<file path="src/rtl/nibble_serial_add_ctrl_if.sv">
// Request/result bundle for the nibble-serial adder: operands in on a
// valid/ready pair, registered result out on a second valid/ready pair.
interface nibble_serial_add_ctrl_if #(
    parameter int WIDTH = 16
);
    logic             in_valid;
    logic             in_ready;
    logic [WIDTH-1:0] a;
    logic [WIDTH-1:0] b;
    logic             cin;
    logic             op_sub;
    logic             out_valid;
    logic             out_ready;
    logic [WIDTH-1:0] sum;
    logic             cout;
    logic             busy;

    // Requester / result consumer side
    modport master (
        output in_valid, a, b, cin, op_sub, out_ready,
        input  in_ready, out_valid, sum, cout, busy
    );

    // Arithmetic sequencer side
    modport slave (
        input  in_valid, a, b, cin, op_sub, out_ready,
        output in_ready, out_valid, sum, cout, busy
    );
endinterface

</file>
<file path="src/rtl/nibble_serial_add_ctrl.sv">
// WIDTH-bit add/subtract built from one 4-bit ripple slice reused once per
// clock, LSB nibble first, with the inter-nibble carry held in a flop.
module nibble_serial_add_ctrl #(
    parameter int WIDTH = 16
) (
    input  logic                     clk,
    input  logic                     rst_n,
    nibble_serial_add_ctrl_if.slave  bus
);
    localparam int NIB = WIDTH / 4;
    localparam int CW  = (NIB > 1) ? $clog2(NIB) : 1;
    localparam logic [CW-1:0] LAST = CW'(NIB - 1);

    if ((WIDTH < 4) || ((WIDTH % 4) != 0)) begin : g_bad_width
        $error("nibble_serial_add_ctrl: WIDTH must be a multiple of 4 and >= 4");
    end

    typedef enum logic [1:0] {
        S_IDLE,
        S_RUN,
        S_DONE
    } state_t;

    state_t           state_q, state_d;
    logic [WIDTH-1:0] a_q, a_d;
    logic [WIDTH-1:0] b_q, b_d;
    logic [WIDTH-1:0] sum_q, sum_d;
    logic             carry_q, carry_d;
    logic             cout_q, cout_d;
    logic [CW-1:0]    cnt_q, cnt_d;

    // Shared 4-bit ripple slice, fed by the nibble selected by the counter
    logic [3:0] slice_a;
    logic [3:0] slice_b;
    logic [3:0] slice_s;
    logic [4:0] slice_c;

    assign slice_a    = a_q[4*cnt_q +: 4];
    assign slice_b    = b_q[4*cnt_q +: 4];
    assign slice_c[0] = carry_q;

    for (genvar gi = 0; gi < 4; gi++) begin : g_fa
        assign slice_s[gi]   = slice_a[gi] ^ slice_b[gi] ^ slice_c[gi];
        assign slice_c[gi+1] = (slice_a[gi] & slice_b[gi]) |
                               (slice_c[gi] & (slice_a[gi] ^ slice_b[gi]));
    end

    always_ff @(posedge clk or negedge rst_n) begin
        if (!rst_n) begin
            state_q <= S_IDLE;
            a_q     <= '0;
            b_q     <= '0;
            sum_q   <= '0;
            carry_q <= 1'b0;
            cout_q  <= 1'b0;
            cnt_q   <= '0;
        end else begin
            state_q <= state_d;
            a_q     <= a_d;
            b_q     <= b_d;
            sum_q   <= sum_d;
            carry_q <= carry_d;
            cout_q  <= cout_d;
            cnt_q   <= cnt_d;
        end
    end

    always_comb begin
        state_d = state_q;
        a_d     = a_q;
        b_d     = b_q;
        sum_d   = sum_q;
        carry_d = carry_q;
        cout_d  = cout_q;
        cnt_d   = cnt_q;
        unique case (state_q)
            S_IDLE: begin
                if (bus.in_valid) begin
                    // Subtract is A + ~B + 1: invert B here, force carry-in to 1
                    a_d     = bus.a;
                    b_d     = bus.op_sub ? ~bus.b : bus.b;
                    carry_d = bus.op_sub ? 1'b1 : bus.cin;
                    cnt_d   = '0;
                    sum_d   = '0;
                    state_d = S_RUN;
                end
            end
            S_RUN: begin
                sum_d[4*cnt_q +: 4] = slice_s;
                carry_d             = slice_c[4];
                if (cnt_q == LAST) begin
                    cout_d  = slice_c[4];
                    cnt_d   = '0;
                    state_d = S_DONE;
                end else begin
                    cnt_d = cnt_q + CW'(1);
                end
            end
            S_DONE: begin
                if (bus.out_ready) begin
                    state_d = S_IDLE;
                end
            end
            default: begin
                state_d = S_IDLE;
            end
        endcase
    end

    assign bus.in_ready  = (state_q == S_IDLE);
    assign bus.out_valid = (state_q == S_DONE);
    assign bus.busy      = (state_q != S_IDLE);
    assign bus.sum       = sum_q;
    assign bus.cout      = cout_q;
endmodule

</file>
<file path="src/flat_wrapper.sv">
// flat-port wrapper written by rule: the top's interface ports become plain ports
module nibble_serial_add_ctrl_flat 
#(
    parameter int WIDTH = 16
)
  (clk, rst_n, bus_in_valid, bus_a, bus_b, bus_cin, bus_op_sub, bus_out_ready, bus_in_ready, bus_out_valid, bus_sum, bus_cout, bus_busy);
  nibble_serial_add_ctrl_if #(.WIDTH(WIDTH)) bus_i ();
  input  logic clk;
  input  logic rst_n;
  input wire logic [$bits(bus_i.in_valid)-1:0] bus_in_valid;
  input wire logic [$bits(bus_i.a)-1:0] bus_a;
  input wire logic [$bits(bus_i.b)-1:0] bus_b;
  input wire logic [$bits(bus_i.cin)-1:0] bus_cin;
  input wire logic [$bits(bus_i.op_sub)-1:0] bus_op_sub;
  input wire logic [$bits(bus_i.out_ready)-1:0] bus_out_ready;
  output wire logic [$bits(bus_i.in_ready)-1:0] bus_in_ready;
  output wire logic [$bits(bus_i.out_valid)-1:0] bus_out_valid;
  output wire logic [$bits(bus_i.sum)-1:0] bus_sum;
  output wire logic [$bits(bus_i.cout)-1:0] bus_cout;
  output wire logic [$bits(bus_i.busy)-1:0] bus_busy;
  assign bus_i.in_valid = bus_in_valid;
  assign bus_i.a = bus_a;
  assign bus_i.b = bus_b;
  assign bus_i.cin = bus_cin;
  assign bus_i.op_sub = bus_op_sub;
  assign bus_i.out_ready = bus_out_ready;
  assign bus_in_ready = bus_i.in_ready;
  assign bus_out_valid = bus_i.out_valid;
  assign bus_sum = bus_i.sum;
  assign bus_cout = bus_i.cout;
  assign bus_busy = bus_i.busy;
  nibble_serial_add_ctrl #(.WIDTH(WIDTH)) u_core (.clk(clk), .rst_n(rst_n), .bus(bus_i));
endmodule
</file>
<file path="config.mk">
export PLATFORM = sky130hd
export DESIGN_NAME = nibble_serial_add_ctrl_flat
export DESIGN_NICKNAME = d
export VERILOG_FILES = /design/src/rtl/nibble_serial_add_ctrl_if.sv /design/src/rtl/nibble_serial_add_ctrl.sv /design/src/flat_wrapper.sv
export SDC_FILE = /design/constraint.sdc
export NUM_CORES = 1
export LEC_CHECK = 0
export CORE_MARGIN = 2
export CORE_UTILIZATION = 40
export CTS_CLUSTER_SIZE = 30
export DETAILED_ROUTE_END_ITERATION = 7
export PLACE_DENSITY_LB_ADDON = 0.1
export SLEW_MARGIN = 20
export SYNTH_ARGS = -nofsm -noshare
export SYNTH_HDL_FRONTEND = slang
export SYNTH_SLANG_ARGS = --single-unit
</file>
<file path="constraint.sdc">
create_clock -name clk -period 3.95 [get_ports clk]
set_clock_uncertainty 0.1 [all_clocks]
set_input_delay 0.9875 -clock clk [delete_from_list [all_inputs] [get_ports clk]]
set_output_delay 0.9875 -clock clk [all_outputs]
set_load 0.01 [all_outputs]
</file>
---- Word level (Yosys, flattened, before mapping) ----
Index checks and enable logic that the tools add are counted.
storage, ports and cells
  flip-flop bits (word level) ............. 54
  input port bits ......................... 38
  output and inout bits ................... 20
  word-level logic and storage cells ...... 61
operators by class
  add/sub/neg operators ................... 2
  equality and inequality tests ........... 6
  shift-type cells ........................ 4
  multiplexer cells ....................... 14
  bitwise logic cells ..................... 21
  reduce and logical (&&, ||, !) cells .... 7
operators with widths
  operator                                               count
  negator 4 -> 34 bit                                    1
  variable shift 4 x 34 -> 16 bit, first input constant  1
  indexed part select 4 x 34 -> 16 bit                   1
  two-way mux 16 bit                                     2
  case mux 16 bit (2 select lines)                       1
  indexed part select 16 x 5 -> 4 bit                    2
  bitwise mux 16 bit                                     1
  NOT 16 bit                                             1
  two-way mux 2 bit                                      5
  AND 1 bit                                              8
  bitwise XOR 1 bit                                      8
  case mux 2 bit (3 select lines)                        1
  AND reduction 2 bit                                    3
  equality test 2 bit, second input constant             2
  inequality test 2 bit, second input constant           2
  bitwise OR 1 bit                                       4
  case mux 2 bit (2 select lines)                        1
  nonzero test 2 bit                                     2
  AND reduction 3 bit                                    1
  adder 2 x 1 -> 2 bit, second input constant            1
  equality test 2 x 1 -> 1 bit, second input constant    1
  zero test 2 bit                                        1
  two-way mux 1 bit                                      2
  inequality test 2 x 1 -> 1 bit, second input constant  1
  case mux 1 bit (2 select lines)                        1

---- Longest topological paths before layout ----
Gate-level depths: netlist of run 1.
  depth after elaboration ................. 12
  gate-level depth with buffers ........... 12
  gate-level depth less buffers ........... 11

---- Least setup slack after synthesis of run 1 ----
OpenSTA, ideal clock, no wires.
  kind .................................... register to register
  start point ............................. reg u_core.cnt_q[0]
  end point ............................... reg u_core.sum_q[11], in the netlist u_core.bus.sum[11]
  library setup time ...................... 121 ps
  arrival time ............................ 2717 ps
  required time ........................... 3729 ps
  setup slack ............................. 1012 ps
  cell stages (with the launch flop) ...... 12
  buffers on the path ..................... 1
  clock period less this slack ............ 2938 ps
  cell sequence ........................... dfrtp_1 > buf_4 > mux4_2 > inv_1 > fa_1 > inv_1 > fa_1 > inv_1 > fa_1 > inv_1 > fa_1 > a22o_1
between the ends
  word-level cells in the longest chain between the ends .. 12
  elaborated cells between the ends (all ways) .. 24
  those cells by class .................... add/sub (1); shift (4); mux (2); bitwise (17)
RTL lines
  element                                                 RTL line                                                    source
  from (decl)                                             nibble_serial_add_ctrl.sv:30                                logic [CW-1:0] cnt_q, cnt_d;
  from (signal assigned)                                  nibble_serial_add_ctrl.sv:64                                cnt_q <= cnt_d;
  indexed part select 16 x 5 -> 4 bit (on tied branches)  nibble_serial_add_ctrl.sv:38, nibble_serial_add_ctrl.sv:39
  bitwise XOR 1 bit                                       nibble_serial_add_ctrl.sv:43, nibble_serial_add_ctrl.sv:45
  AND 1 bit                                               nibble_serial_add_ctrl.sv:45                                (slice_c[gi] & (slice_a[gi] ^ slice_b[gi]));
  bitwise OR 1 bit                                        nibble_serial_add_ctrl.sv:44                                assign slice_c[gi+1] = (slice_a[gi] & slice_b[gi]) |
  AND 1 bit                                               nibble_serial_add_ctrl.sv:45
  bitwise OR 1 bit                                        nibble_serial_add_ctrl.sv:44
  AND 1 bit                                               nibble_serial_add_ctrl.sv:45
  bitwise OR 1 bit                                        nibble_serial_add_ctrl.sv:44
  bitwise XOR 1 bit                                       nibble_serial_add_ctrl.sv:43                                assign slice_s[gi] = slice_a[gi] ^ slice_b[gi] ^ slice_c[gi];
  indexed part select 4 x 34 -> 16 bit                    nibble_serial_add_ctrl.sv:89                                sum_d[4*cnt_q +: 4] = slice_s;
  bitwise mux 16 bit (*)                                  nibble_serial_add_ctrl.sv:89
  case mux 16 bit (2 select lines) (*)                    nibble_serial_add_ctrl.sv:76                                unique case (state_q)
  to (signal assigned)                                    nibble_serial_add_ctrl.sv:61                                sum_q <= sum_d;
  to (decl)                                               nibble_serial_add_ctrl.sv:27                                logic [WIDTH-1:0] sum_q, sum_d;
Mark *: on every way between the ends. The rest lies on a longest branch, timed or not.
A chain may end at the register's enable or synchronous reset.

---- Worst setup path in the final report of run 1 ----
  start point ............................. reg u_core.cnt_q[0]
  end point ............................... reg u_core.sum_q[7], in the netlist u_core.bus.sum[7]
Same word-level chain as after synthesis.

==> results_dict.tcl, run 1 <==
set metrics [dict create \
    ir_drop_mv 0.4107 \
    vias 1741 \
    wirelength_mm 5.285 \
    holdPathStages 1 \
    drv_slew 0 \
    tightest_slew_ps 689.0 \
    period_share 0.7425 \
    status "completed" \
    grt_max_degree 54 \
    clockRootBuffer "clkbuf_8" \
    path_class "register to register" \
    cts-resized-gates 0 \
    netlist_top_cells_area "dfrtp_1 (51%), mux4_2 (6.9%), mux2_2 (5.6%), xnor2_1 (5.3%), a21oi_1 (3.0%)" \
    grt_pass1_wl_mm 8.928 \
    row_count 29 \
    relSlewSlack 0.5392 \
    postCtsSetupBuffers 0 \
    dp_hpwl_mm 4.044 \
    path_max_fanout 12 \
    power-per-cell-area_nw_per_um2 817.7 \
    busiest_layer "met2" \
    postCtsHoldBufs 0 \
    crit_arrival_ps 3020 \
    gp_congestion 0.8501 \
    cpMostUsedCell "fa_1" \
    crit_slowest_cell "mux4_2" \
    worstHoldPathType "register to register" \
    synth_flop_cell "dfrtp_1" \
    synth_nets 254 \
    syn_avg_cell_area_sq_um 12.63 \
    final_nets 312 \
    drive_above_1_share 0.1423 \
    drtAntennaViolNets 0 \
    ys_types 37 \
    die_w_um 85.05 \
    yosys-top-cells-count "dfrtp_1 (54), a21oi_1 (16), nor2_1 (16), xnor2_1 (16), mux2_2 (13)" \
    htreeDepth 2 \
    syn_area_sq_um 2628 \
    seq_area_frac_synth 0.5143 \
    startpoint_type "register" \
    synth_largest_area_cell "dfrtp_1" \
    path_cells "buf_4 -> mux4_2 -> fa_1 -> inv_1 -> fa_1 -> inv_1 -> fa_1 -> a22o_1" \
    max_freq_mhz 341.0 \
    synth_top_area_frac 0.5143 \
    place_ws_ps 1001 \
    die-area_sq_um 7234 \
    synth_edf_count 0 \
    ys_async_sr_fraction 1.000 \
    timing.setup.tns_ps 0 \
    syn_inst 208 \
    clk_latency_ps 300 \
    grt.total_usage 0.1583 \
    initial_core_util 0.4138 \
    critPathMaxStageDelay_ps 530 \
    clk_pin_slew_worst_paths_ps 90 \
    period_minus_slack_ps 2933 \
    required_ps 4040 \
    met1_usage 0.2135 \
    maxCapViolCount 0 \
    setup_violations 0 \
    cts_inserted_buffers 5 \
    drt-wirelength-per-cell_um 15.36 \
    met2_usage 0.2642 \
    core_sq_um 6350 \
    clkSinkCount 54 \
    io_pins 58 \
    cts_tree "built" \
    met3_usage 0.03210 \
    drcViolationCount 0 \
    drt_iter0_drc 87 \
    grt-ovfl-total 0 \
    synth_most_common_cell "dfrtp_1" \
    antenna_found_initial 0 \
    grt_pass1_vias 1748 \
    hold_viol_final 0 \
    via_per_inst 5.061 \
    endpoint_kind "register" \
    rsz0062_at_grt "false" \
    portBuffers 57 \
    areaGrowthSynthToFinish_pct 27.38 \
    yosys_warnings 0 \
    reg2reg_depth 8 \
    p_leak_nw 1.395 \
    die_h_um 85.05 \
    diodes 0 \
    drtPass1Iterations 4 \
    postLayoutSetupSlackWorst_ps 1017 \
    clk_path_buf_depth 2 \
    synth_seq_cells 54 \
]
## registers in the layout, indices dropped and copies added (netlist names)
signal / count
u_core.bus.cout: 1
u_core.b_q: 16
u_core.cnt_q: 2
u_core.a_q: 16
u_core.carry_q: 1
u_core.bus.sum: 16
u_core.state_q: 2
## cells by family (layout without fill, tap and decap cells)
kind of cell,after synthesis,count (layout),share of synthesized area
AO/OA/AOI/OAI,42,42,0.1110
XOR/XNOR,16,16,0.05333
adder cells (fa/ha/maj),8,8,0.04953
buffers and inverters,23,82,0.04428
flip-flops,54,54,0.5143
multiplexers,25,25,0.1414
AND/OR/NAND/NOR,40,40,0.08620
## worst max-delay path, delay by kind of cell, from the launching register on
| kind | cells | cell delay [ps] |
|---|---|---|
| multiplexers | 1 | 530 |
| buffers and inverters | 3 | 380 |
| flip-flops | 1 | 490 |
| adder cells (fa/ha/maj) | 3 | 1090 |
| AO/OA/AOI/OAI | 1 | 240 |
## placed cells by master (no fill, tap or decap), types with 2 or more instances in the layout
cell type	Yosys	routed
mux2_2	13	13
a21oi_1	16	16
ha_1	4	4
o31ai_1	2	2
inv_1	12	12
nand2_1	8	8
a22o_1	8	8
dfrtp_1	54	54
buf_4	2	5
o21ai_0	2	2
o2bb2ai_1	8	8
clkdlybuf4s50_1	0	56
mux2_1	4	4
mux4_2	8	8
clkbuf_8	0	6
xnor2_1	16	16
fa_1	4	4
nand2b_1	2	2
nor2_1	16	16
a21o_1	4	4
## metrics by stage
step	instance area (sq um)	hold slack (ps)	utilization	power, mW	cells
after floorplan	2628	352.6	-	1.934	208
after global placement	3256	370.1	0.5127	2.445	336
after detailed placement	3256	373.4	0.5127	2.451	336
after CTS	3347	395.5	0.5271	2.769	344
after global routing	3347	407.2	0.5271	2.957	344
final	3347	390.9	0.5271	2.737	344
## final timing paths
| path | endpoint | startpoint | slack (ps) |
|---|---|---|---|
| worst max-delay path | u_core.bus.sum[7]$_DFFE_PN0P_ | u_core.cnt_q[0]$_DFFE_PN0P_ | 1020 |
| worst min-delay path | u_core.a_q[15]$_DFFE_PN0P_ | u_core.a_q[15]$_DFFE_PN0P_ | 390 |
| worst max register to register | u_core.bus.sum[7]$_DFFE_PN0P_ | u_core.cnt_q[0]$_DFFE_PN0P_ | 1020 |
| worst min register to register | u_core.a_q[15]$_DFFE_PN0P_ | u_core.a_q[15]$_DFFE_PN0P_ | 390 |
| max in group asynchronous | u_core.b_q[4]$_DFFE_PN0P_ | rst_n | 2380 |
| min in group asynchronous | u_core.state_q[0]$_DFFE_PN0P_ | rst_n | 620 |
## layer usage
layer / share of wire / routed length, um
met1: 0.45 / 2397
met2: 0.50 / 2649
met5: 0 / 0
met4: 0.0079 / 42
met3: 0.037 / 196
## final cells by class
cell class / count / area [sq um]
timing repair buffer: 62 / 603.1
clock inverter: 1 / 5.005
multi-input combinational: 131 / 1160
fill: 562 / 3003
sequential: 54 / 1351
tap: 77 / 96.34
inverter: 12 / 45.04
clock buffer: 7 / 86.33
## report_power, final
group / leakage, nW / switching, mW / total [mW] / internal (mW)
sequential: 0.656 / 0.186 / 0.989 / 0.802
clock: 0.0482 / 0.171 / 0.313 / 0.142
combinational: 0.691 / 0.709 / 1.44 / 0.727
Note: power is estimated with default switching activity, not from simulation.
==> inputs of run 2 (changes only) <==
==> constraint.sdc (replaced) <==
create_clock -name clk -period 2.7 [get_ports clk]
set_clock_uncertainty 0.1 [all_clocks]
set_input_delay 0.675 -clock clk [delete_from_list [all_inputs] [get_ports clk]]
set_output_delay 0.675 -clock clk [all_outputs]
set_load 0.01 [all_outputs]
==> results_dict.tcl, run 2 (synthesis gave the netlist of run 1 again) <==
set metrics [dict create \
    final_cell_mix "clkdlybuf4s50_1 (56), dfrtp_1 (53), xnor2_1 (16), nor2_1 (16), a21oi_1 (16)" \
    relSlewSlack 0.5899 \
    drcViolationCount 0 \
    power-per-cell-area_nw_per_um2 1223 \
    clkSinkCount 54 \
    portBuffers 57 \
    initial_core_util 0.4138 \
    final_nets 318 \
    die_w_um 85.05 \
    drv_slew 0 \
    failed_checks "negative setup slack" \
    rsz0062_at_grt "true" \
    critPathMaxStageDelay_ps 460 \
    cts_tree "built" \
    instances_no_fill 350 \
    ir_drop_mv 0.7249 \
    endpoint_kind "register" \
    max_freq_mhz 367.9 \
    postCtsSetupBuffers 0 \
    period_share 1.007 \
    clk_path_buf_depth 2 \
    maxCapViolCount 0 \
    p_leak_nw 1.428 \
    dp.cells 342 \
    drtAntennaViolNets 0 \
    timing.setup.tns_ps -39.98 \
    path_class "register to register" \
    io_pins 58 \
    grt.total_usage 0.1546 \
    final_util 0.5419 \
    register_area_sq_um 1353 \
    die_h_um 85.05 \
    drtPass1Iterations 4 \
    clockRootBuffer "clkbuf_8" \
    postLayoutSetupSlackWorst_ps -17.88 \
    reg2reg_depth 10 \
    multiInputGateArea_sq_um 1170 \
    status "finished, violations left" \
    crit_slowest_cell "fa_2" \
    gp_congestion 0.8104 \
    core_sq_um 6350 \
    grt_max_degree 54 \
    row_count 29 \
    wirelength_mm 5.236 \
    diodes 0 \
    setup_violations 3 \
    hold_viol_final 0 \
    place_ws_ps -19.38 \
    worstHoldPathType "input pin to async pin" \
    antenna_found_initial 0 \
    period_minus_slack_ps 2718 \
    cp.depth 10 \
    drive_above_1_share 0.1978 \
    required_ps 2790 \
    drt_iter0_drc 29 \
    cp.buffers_inverters 4 \
    dp_hpwl_mm 4.010 \
    via_per_inst 5.034 \
    die-area_sq_um 7234 \
    startpoint_type "register" \
    nFillCells 556 \
    grt-ovfl-total 0 \
    clk_latency_ps 300 \
    path_cells "mux4_2 -> inv_2 -> fa_2 -> inv_2 -> fa_2 -> inv_2 -> fa_2 -> inv_2 -> fa_2 -> a22o_1" \
    vias 1762 \
    areaGrowthSynthToFinish_pct 30.95 \
    hold_ws_ps 279.0 \
    tightest_slew_ps 615.1 \
    grt_pass1_vias 1808 \
    layout_commonest_cell "clkdlybuf4s50_1" \
    clk_pin_slew_worst_paths_ps 100 \
    critPathTopFamily "adder cells" \
    crit_arrival_ps 2810 \
    final_area_sq_um 3441 \
    cts_inserted_buffers 5 \
    grt_pass1_wl_mm 8.776 \
    path_max_fanout 4 \
    drt-wirelength-per-cell_um 14.96 \
    finalPower_mw 4.208 \
    htreeDepth 2 \
    dpl_cell_area_sq_um 3324 \
]
run 2: power by group:
part           leakage [nW]  switching (mW)  internal, mW
registers             0.655           0.207          1.17
clock network        0.0585           0.254         0.303
logic                 0.714            1.10          1.17
run 2: worst paths after layout:
kind	start	endpoint	slack [ps]
worst max-delay path	u_core.cnt_q[0]$_DFFE_PN0P_	u_core.bus.sum[3]$_DFFE_PN0P_	-20
worst min-delay path	rst_n	u_core.cnt_q[0]$_DFFE_PN0P_	280
worst max register to register	u_core.cnt_q[0]$_DFFE_PN0P_	u_core.bus.sum[3]$_DFFE_PN0P_	-20
worst min register to register	u_core.bus.sum[4]$_DFFE_PN0P_	u_core.bus.sum[4]$_DFFE_PN0P_	390
max in group asynchronous	rst_n	u_core.bus.sum[3]$_DFFE_PN0P_	1570
min in group clk	u_core.bus.sum[4]$_DFFE_PN0P_	u_core.bus.sum[4]$_DFFE_PN0P_	390
run 2: area by class of cell:
cell class | instances | area share
clock buffers | 7 | 0.02509
clock inverters | 1 | 0.008727
inverters | 12 | 0.01309
multi-input cells | 131 | 0.3400
flip-flops and latches | 54 | 0.3931
well taps | 77 | 0.02800
repair buffers | 68 | 0.1920
run 2: worst reg2reg max path, cell delays in order (launching register included):
cell and delay [ps]:
dfrtp_2 450, mux4_2 350, inv_2 40, fa_2 340, inv_2 60, fa_2 180, inv_2 40, fa_2 330
inv_2 60, fa_2 460, a22o_1 200
run 2: routing by layer:
layer,GRT usage,wire length (um)
met1,0.2023,2390
met4,0.05195,48
met2,0.2571,2588
met5,0,0
met3,0.03210,208
run 2: what timing repair did:
item / 4_1_cts / 5_1_grt
pin swaps: 5 / 2
hold buffers: 0 / 0
resized for setup: 1 / 1
setup endpoints to repair: 4 / 6
